<file path="src/rtl/vtg_pkg.sv">
// Shared widths, sync bundle layout, default timing and the test-pattern helper
// for the video timing generator.
package vtg_pkg;

  localparam int unsigned CNT_W     = 12;
  localparam int unsigned LEN_W     = CNT_W + 1;
  localparam int unsigned MAX_TOTAL = 4096;
  localparam int unsigned SYNC_W    = 3;
  localparam int unsigned PIX_W     = 8;

  // Bit positions inside sync_out, as carried by the downstream delay lines
  localparam int unsigned SYNC_VS = 2;
  localparam int unsigned SYNC_HS = 1;
  localparam int unsigned SYNC_DE = 0;

  // Default timing: 640x480 at the standard porches
  localparam int unsigned H_ACTIVE_DEF = 640;
  localparam int unsigned H_FP_DEF     = 16;
  localparam int unsigned H_SYNC_DEF   = 96;
  localparam int unsigned H_BP_DEF     = 48;
  localparam int unsigned V_ACTIVE_DEF = 480;
  localparam int unsigned V_FP_DEF     = 10;
  localparam int unsigned V_SYNC_DEF   = 2;
  localparam int unsigned V_BP_DEF     = 33;

  localparam logic [PIX_W-1:0] PIX_GREEN = 8'h80;

  // Sync bundle payload; field order matches SYNC_VS/SYNC_HS/SYNC_DE
  typedef struct packed {
    logic vsync;
    logic hsync;
    logic de;
  } sync_t;

  // Bundle value outside sync pulses and outside active video
  function automatic sync_t sync_idle(input logic pol);
    sync_t s;
    s.vsync = ~pol;
    s.hsync = ~pol;
    s.de    = 1'b0;
    return s;
  endfunction

  // RGGB Bayer colour bars: red ramps with the column, blue is its inverse
  function automatic logic [PIX_W-1:0] bayer_pix(input logic [PIX_W-1:0] col,
                                                 input logic             row_odd);
    logic col_odd;
    col_odd = col[0];
    if (!row_odd) begin
      bayer_pix = col_odd ? PIX_GREEN : col;
    end else begin
      bayer_pix = col_odd ? ~col : PIX_GREEN;
    end
  endfunction

endpackage

</file>
<file path="src/rtl/vtg_axis_counter.sv">
// One timing axis: free-running counter over ACTIVE, FRONT, SYNC, BACK with
// segment decodes. Used once for the horizontal and once for the vertical axis.
module vtg_axis_counter
  import vtg_pkg::*;
(
  input  logic             clk,
  input  logic             rst,
  input  logic             inc,
  input  logic [LEN_W-1:0] active_len,
  input  logic [LEN_W-1:0] fp_len,
  input  logic [LEN_W-1:0] sync_len,
  input  logic [LEN_W-1:0] bp_len,
  output logic [CNT_W-1:0] count,
  output logic             wrap,
  output logic             in_active,
  output logic             in_sync
);

  // Headroom so that summing four segment lengths can never overflow
  localparam int unsigned SUM_W = LEN_W + 2;

  logic [SUM_W-1:0] sync_start_c;
  logic [SUM_W-1:0] sync_end_c;
  logic [SUM_W-1:0] last_c;
  logic [SUM_W-1:0] count_ext_c;

  // Segment boundaries and decodes of the current count
  always_comb begin
    sync_start_c = SUM_W'(active_len) + SUM_W'(fp_len);
    sync_end_c   = sync_start_c + SUM_W'(sync_len);
    last_c       = sync_end_c + SUM_W'(bp_len) - SUM_W'(1);
    count_ext_c  = SUM_W'(count);
    wrap         = inc && (count_ext_c == last_c);
    in_active    = count_ext_c < SUM_W'(active_len);
    in_sync      = (count_ext_c >= sync_start_c) && (count_ext_c < sync_end_c);
  end

  // Advance on inc, returning to zero after the last back-porch position
  always_ff @(posedge clk) begin
    if (rst) begin
      count <= '0;
    end else if (wrap) begin
      count <= '0;
    end else if (inc) begin
      count <= count + CNT_W'(1);
    end
  end

endmodule

</file>
<file path="src/rtl/video_timing_gen.sv">
// Raster timing generator: horizontal/vertical counters, registered sync
// bundle {vsync,hsync,de}, pixel coordinates and a frame-start pulse.
// Optional macro VTG_TEST_PATTERN_EN adds pix_out carrying RGGB colour bars.
module video_timing_gen
  import vtg_pkg::*;
#(
  parameter int unsigned H_ACTIVE = H_ACTIVE_DEF,
  parameter int unsigned H_FP     = H_FP_DEF,
  parameter int unsigned H_SYNC   = H_SYNC_DEF,
  parameter int unsigned H_BP     = H_BP_DEF,
  parameter int unsigned V_ACTIVE = V_ACTIVE_DEF,
  parameter int unsigned V_FP     = V_FP_DEF,
  parameter int unsigned V_SYNC   = V_SYNC_DEF,
  parameter int unsigned V_BP     = V_BP_DEF,
  parameter logic        SYNC_POL = 1'b1
) (
  input  logic        clk,
  input  logic        rst,
  input  logic        en,
  output logic [2:0]  sync_out,
  output logic [11:0] x,
  output logic [11:0] y,
  output logic        frame_start
`ifdef VTG_TEST_PATTERN_EN
  ,
  output logic [7:0]  pix_out
`endif
);

  logic [CNT_W-1:0] h_cnt;
  logic [CNT_W-1:0] v_cnt;
  logic             h_wrap;
  logic             v_wrap;
  logic             h_act;
  logic             v_act;
  logic             h_sync;
  logic             v_sync;
  logic             origin_q;

  sync_t            sync_c;
  logic [CNT_W-1:0] x_c;
  logic [CNT_W-1:0] y_c;
  logic             fs_c;

  vtg_axis_counter u_h_axis (
    .clk        (clk),
    .rst        (rst),
    .inc        (en),
    .active_len (LEN_W'(H_ACTIVE)),
    .fp_len     (LEN_W'(H_FP)),
    .sync_len   (LEN_W'(H_SYNC)),
    .bp_len     (LEN_W'(H_BP)),
    .count      (h_cnt),
    .wrap       (h_wrap),
    .in_active  (h_act),
    .in_sync    (h_sync)
  );

  // Vertical axis steps once per completed line
  vtg_axis_counter u_v_axis (
    .clk        (clk),
    .rst        (rst),
    .inc        (h_wrap),
    .active_len (LEN_W'(V_ACTIVE)),
    .fp_len     (LEN_W'(V_FP)),
    .sync_len   (LEN_W'(V_SYNC)),
    .bp_len     (LEN_W'(V_BP)),
    .count      (v_cnt),
    .wrap       (v_wrap),
    .in_active  (v_act),
    .in_sync    (v_sync)
  );

  // Tracks counters sitting at (0,0) so frame start needs no wide compare
  always_ff @(posedge clk) begin
    if (rst) begin
      origin_q <= 1'b1;
    end else if (v_wrap) begin
      origin_q <= 1'b1;
    end else if (en) begin
      origin_q <= 1'b0;
    end
  end

  // Decode counter state into the next output values
  always_comb begin
    sync_c       = sync_idle(SYNC_POL);
    x_c          = '0;
    y_c          = '0;
    fs_c         = 1'b0;
    sync_c.de    = h_act && v_act;
    sync_c.hsync = h_sync ? SYNC_POL : ~SYNC_POL;
    sync_c.vsync = v_sync ? SYNC_POL : ~SYNC_POL;
    if (sync_c.de) begin
      x_c  = h_cnt;
      y_c  = v_cnt;
      fs_c = origin_q;
    end
  end

  // Output registers: one clock behind the counters, frozen while en is low
  always_ff @(posedge clk) begin
    if (rst) begin
      sync_out    <= sync_idle(SYNC_POL);
      x           <= '0;
      y           <= '0;
      frame_start <= 1'b0;
    end else if (en) begin
      sync_out    <= sync_c;
      x           <= x_c;
      y           <= y_c;
      frame_start <= fs_c;
    end else begin
      frame_start <= 1'b0;
    end
  end

`ifdef VTG_TEST_PATTERN_EN
  logic [PIX_W-1:0] pix_c;

  // Test pattern value, blank outside active video
  always_comb begin
    pix_c = '0;
    if (sync_c.de) begin
      pix_c = bayer_pix(h_cnt[PIX_W-1:0], v_cnt[0]);
    end
  end

  // Pattern register, aligned with the sync bundle
  always_ff @(posedge clk) begin
    if (rst) begin
      pix_out <= '0;
    end else if (en) begin
      pix_out <= pix_c;
    end
  end
`endif

endmodule

</file>
<file path="config.mk">
export PLATFORM = sky130hd
export DESIGN_NAME = video_timing_gen
export DESIGN_NICKNAME = d
export VERILOG_FILES = /design/src/rtl/vtg_pkg.sv /design/src/rtl/vtg_axis_counter.sv /design/src/rtl/video_timing_gen.sv
export SDC_FILE = /design/constraint.sdc
export NUM_CORES = 1
export LEC_CHECK = 0
export CORE_UTILIZATION = 57
export DETAILED_ROUTE_END_ITERATION = 6
export PLACE_DENSITY = 0.94
export SYNTH_ARGS = -nofsm -noshare
export SYNTH_HDL_FRONTEND = slang
export SYNTH_SLANG_ARGS = --single-unit
</file>
<file path="constraint.sdc">
create_clock -name clk -period 2.86 [get_ports clk]
set_input_delay 0.572 -clock clk [delete_from_list [all_inputs] [get_ports clk]]
set_output_delay 0.572 -clock clk [all_outputs]
set_load 0.02 [all_outputs]
</file>
### Word-level counts from Yosys, hierarchy flattened

Index checks and enable logic that the tools add are counted.

| operators by class | value |
|---|---|
| $lt $le $gt $ge | 6 |
| muxes and demuxes | 4 |
| eq/ne operators | 2 |
| add/sub/neg operators | 2 |
| bitwise logic cells | 2 |
| reductions and logical operators | 8 |

Operators by type and width:

| kind | count |
|---|---|
| 12-bit by 1-bit adder with 12-bit output, second input constant | 2 |
| 12-bit by 10-bit == test with 1-bit output, second input constant | 2 |
| 12-bit by 10-bit < comparator with 1-bit output, second input constant | 2 |
| 12-bit by 9-bit < comparator with 1-bit output, second input constant | 2 |
| 12-bit two-way mux | 2 |
| 12-bit by 10-bit greater-or-equal comparator with 1-bit output, second input constant | 1 |
| 12-bit by 9-bit greater-or-equal comparator with 1-bit output, second input constant | 1 |
| 1-bit logical AND | 5 |
| 2-bit OR reduction | 2 |
| 3-bit OR reduction | 1 |
| 1-bit two-way mux | 2 |
| 1-bit NOT | 2 |

| word-level totals | value |
|---|---|
| output and inout bits | 28 |
| word-level logic and storage cells | 31 |
| input port bits | 3 |
| register bits after elaboration | 53 |

### Longest topological paths before layout

| depth | value |
|---|---|
| depth in word-level cells | 4 |
| gate-level depth with buffers | 7 |
| depth with buffers taken out | 5 |

### Modules after synthesis

Synthesis repeated with hierarchy kept, for this count alone.

| second synthesis, totals | value |
|---|---|
| cells, all modules | 1046 |
| area total of the unflattened synthesis | 8521.9 µm² |

Modules (own cells, without submodules):

| module | seq. area each (µm²) | times used | area each (µm²) | cells an instance |
|---|---|---|---|---|
| vtg_axis_counter (u_v_axis) | 240.2 | 1 | 3568.4 | 466 |
| vtg_axis_counter (u_h_axis) | 240.2 | 1 | 3517.1 | 450 |
| video_timing_gen | 580.6 | 1 | 1436.4 | 130 |

### Worst setup path after synthesis

OpenSTA, ideal clock, no wires.

| path | value |
|---|---|
| path type | reg2reg |
| from | reg u_h_axis.count[0] |
| to | reg u_v_axis.count[0] |
| data arrival time | 1.629 ns |
| slack | 1.114 ns |
| setup time | 0.117 ns |
| buffers on the path | 2 |
| required time | 2.743 ns |
| cell stages (with the launch flop) | 8 |
| period minus slack after synthesis | 1.746 ns |
| cells stage by stage | dfxtp_1 ha_1 and4_1 buf_2 nand3_2 o31ai_2 buf_2 nor2_1 |

| between the ends | value |
|---|---|
| word-level cells in the longest chain between the ends | 4 |

Ends and longest elaborated chain:

| what | RTL line | source |
|---|---|---|
| from (decl) | vtg_axis_counter.sv:13 | `output logic [CNT_W-1:0] count,` |
| from (signal assigned) | vtg_axis_counter.sv:45 | `count <= count + CNT_W'(1);` |
| 12-bit by 10-bit == test with 1-bit output * | vtg_axis_counter.sv:33 | `wrap = inc && (count_ext_c == last_c);` |
| 1-bit logical AND * | vtg_axis_counter.sv:33 |  |
| 1-bit logical AND | vtg_axis_counter.sv:33 |  |
| 2-bit OR reduction (no line) | n/a |  |
| to (signal assigned) | vtg_axis_counter.sv:45 |  |
| to (decl) | vtg_axis_counter.sv:13 |  |

Mark *: on every way between the ends. The rest lies on a longest branch, timed or not.
A chain may end at the register's enable or synchronous reset.

==> metrics.md <==
| Metric | Value |
|---|---|
| Post-cts resize count | `0` |
| Setup ws final | `0.781 ns` |
| Ports | `31` |
| Worst Setup End Kind | `flip-flop` |
| CTS tree | `done` |
| Fill cell count | `251` |
| Largest net degree at the start of global routing | `16` |
| Site Rows | `21` |
| Clock latency on the worst-skew pair | `0.30 ns` |
| Initial core utilization | `61.9%` |
| Crit path launch type | `primary input` |
| Cell Area, Placed | `0.00247 mm2` |
| Remaining antenna violation count | `0` |
| Final Cycle Share | `72.7%` |
| H-tree Lvls | `2` |
| Global-route wire length before repair | `7.21 mm` |
| Fraction of layout cells with a size suffix above 1 | `7.69%` |
| Vias | `1773` |
| Initial antenna violation count | `0` |
| Worst endpoint required time | `3.11 ns` |
| Root Driver | `clkbuf_8` |
| DIE AREA | `0.00402 mm2` |
| Syn-to-layout area delta | `20.0%` |
| Routed Wire Length | `4.50 mm` |
| Final Cell Area | `0.00258 mm2` |
| Yosys reg bits | `53` |
| Syn. warnings | `0` |
| Max capacitance violation total | `0` |
| Clock slew at reported path FFs | `0.09 ns` |
| Final core utilization | `74.3%` |
| Hold Fails Final Rpt | `0` |
| Storage cell area | `0.00106 mm2` |
| Final min period | `2.08 ns` |
| Seq/Total Area, Yosys | `49.4%` |
| Die height | `63.4 um` |
| Unique masters post-synth | `33` |
| # diodes | `0` |
| Setup tns final | `0 ns` |
| CTS Buf Count | `5` |
| Pins Over Slew Limit | `0` |
| Synthesized area per cell | `9.76 um2` |
| First-pass detailed-route iteration total | `4` |
| DRC Markers | `0` |
| Number of synthesized flops with an enable pin | `0` |
| Async S/R FF share, synth | `0%` |
| RSZ-0062 raised after global routing | `no` |
| Post-CTS setup buffers | `0` |
| FMAX | `0.481 GHz` |
| DR WL met2 | `2.14 mm` |
| Number of global-route vias before repair | `1573` |
| Number of port buffers | `30` |
| Detailed placement HPWL | `3.08 mm` |
| DIE WIDTH | `63.4 um` |
| Primary FF master, synth | `dfxtp_1` |
| Final net count | `253` |
| Commonest non-fill, non-tap cell in the layout | `dfxtp_1` |
| Power density over the cells | `486 mW/mm2` |
| Measured slew at the worst slew-check pin | `0.767 ns` |
| Crit-path max FO | `8` |
| Area of the multi-input gates | `988 um2` |
| Hold WS | `0.450 ns` |
| Global-route usage over all layers | `23.4%` |
| Placeable Area | `0.00347 mm2` |
| Leak | `0.940 nW` |
| Drt wl/cell | `15.4 um` |
| Syn nets | `227` |
| Clk_skew | `0.00248 ns` |
| Slew headroom | `48.7%` |
| Status | `completed` |
| Setup violations, final | `0` |
| Clock Tree Buf Depth | `2` |
| Worst min path class | `flip-flop to flip-flop` |
| Worst setup path class | `primary input to flip-flop` |
| Iter 0 DRT Violations | `98` |
| Placement-stage worst setup slack | `0.482 ns` |
| Met3 WL | `291 um` |
| Post-Syn Area | `0.00215 mm2` |
| Met1 WL | `1.99 mm` |
| Hold Buf Count CTS | `0` |
| Mapped Cells | `220` |
| Grt ovf | `0` |
| Maximum VDD drop | `392 uV` |
| Commonest non-fill, non-tap cells in the layout | `dfxtp_1, clkdlybuf4s50_1, nor2_1, a22o_1` |
| Top layer in use | `met4` |
| Routability cong. | `0.857` |
| Crit path DAT | `2.33 ns` |
| CTS sink count | `53` |
| Via density | `6.05` |
==> layout make-up <==
type / count / share of cell area, %
Inverter: 6 / 0.874
Timing Repair Buffer: 36 / 13.4
Clock inverter: 1 / 0.194
Sequential cell: 53 / 41.2
Tap cell: 46 / 2.23
Multi-Input combinational cell: 144 / 38.4
Clock buffer: 7 / 3.74
==> report_power, final <==
| part | internal [W] | total (W) | switching (W) |
|---|---|---|---|
| registers | 0.000745 | 0.000751 | 0.00000632 |
| clock network | 0.000219 | 0.000449 | 0.000230 |
| logic | 0.0000216 | 0.0000525 | 0.0000310 |
| total | 0.000985 | 0.00125 | 0.000267 |
==> flip-flops by register name (all words and copies together), names as in the netlist <==
register / flops
frame_start: 1
u_v_axis.count: 12
x: 12
origin_q: 1
sync_out: 3
y: 12
u_h_axis.count: 12
==> kinds of logic (layout without fill, tap and decap cells) <==
| kind of cell | after synthesis | in the layout | share of synthesized area, % |
|---|---|---|---|
| xor+xnor | 13 | 13 | 5.30 |
| buf+inv | 23 | 50 | 4.78 |
| compound gates | 42 | 42 | 14.3 |
| flops | 53 | 53 | 49.4 |
| fa+ha+maj | 4 | 4 | 2.33 |
| mux | 2 | 2 | 0.932 |
| simple gates | 83 | 83 | 23.0 |
==> worst max-delay path: stages <==
cell	delay [ns]
clkdlybuf4s50_1	0.53
nor4_1	0.22
nand4_1	0.15
nor3_2	0.46
buf_4	0.25
a22o_1	0.15
==> per-layer routing <==
metal | vias to the layer above | global-route usage (%)
met4 | 0 | 11.1
met2 | 82 | 36.3
met3 | 8 | 6.16
met5 | - | 0
li1 | 847 | -
met1 | 836 | 30.0
==> Yosys cell counts, types with 5 or more instances <==
cell	count	share of area, %
inv_1	6	1.0
a21oi_1	11	2.6
a22o_1	19	7.8
and2_1	6	1.7
xnor2_1	6	2.4
buf_2	10	2.3
dfxtp_1	53	49
or4_1	5	1.7
nand2_1	10	1.7
clkbuf_1	6	1.0
xor2_1	7	2.9
o31ai_1	5	1.7
nor2_1	19	3.3
nand3_1	6	1.4
nand4_1	11	3.2
==> path summary, 6_finish.rpt <==
| path | from | to | slack, ns | cells past startpoint |
|---|---|---|---|---|
| worst max-delay path | rst | y[2]$_SDFFE_PP0P_ | 0.78 | 6 |
| worst min-delay path | origin_q$_SDFFE_PP1P_ | origin_q$_SDFFE_PP1P_ | 0.45 | 1 |
| worst max register to register | u_h_axis.count[0]$_SDFFE_PP0P_ | u_v_axis.count[11]$_SDFFE_PP0P_ | 0.84 | 5 |
| worst min register to register | origin_q$_SDFFE_PP1P_ | origin_q$_SDFFE_PP1P_ | 0.45 | 1 |
==> metrics by stage <==
step,power (W),instances
finish,0.00125,293
global route,0.00129,293
CTS,0.00125,293
detailed placement,0.000820,285
global placement,0.000818,285
floorplan,0.000800,220
(Power assumes the default switching activity.)
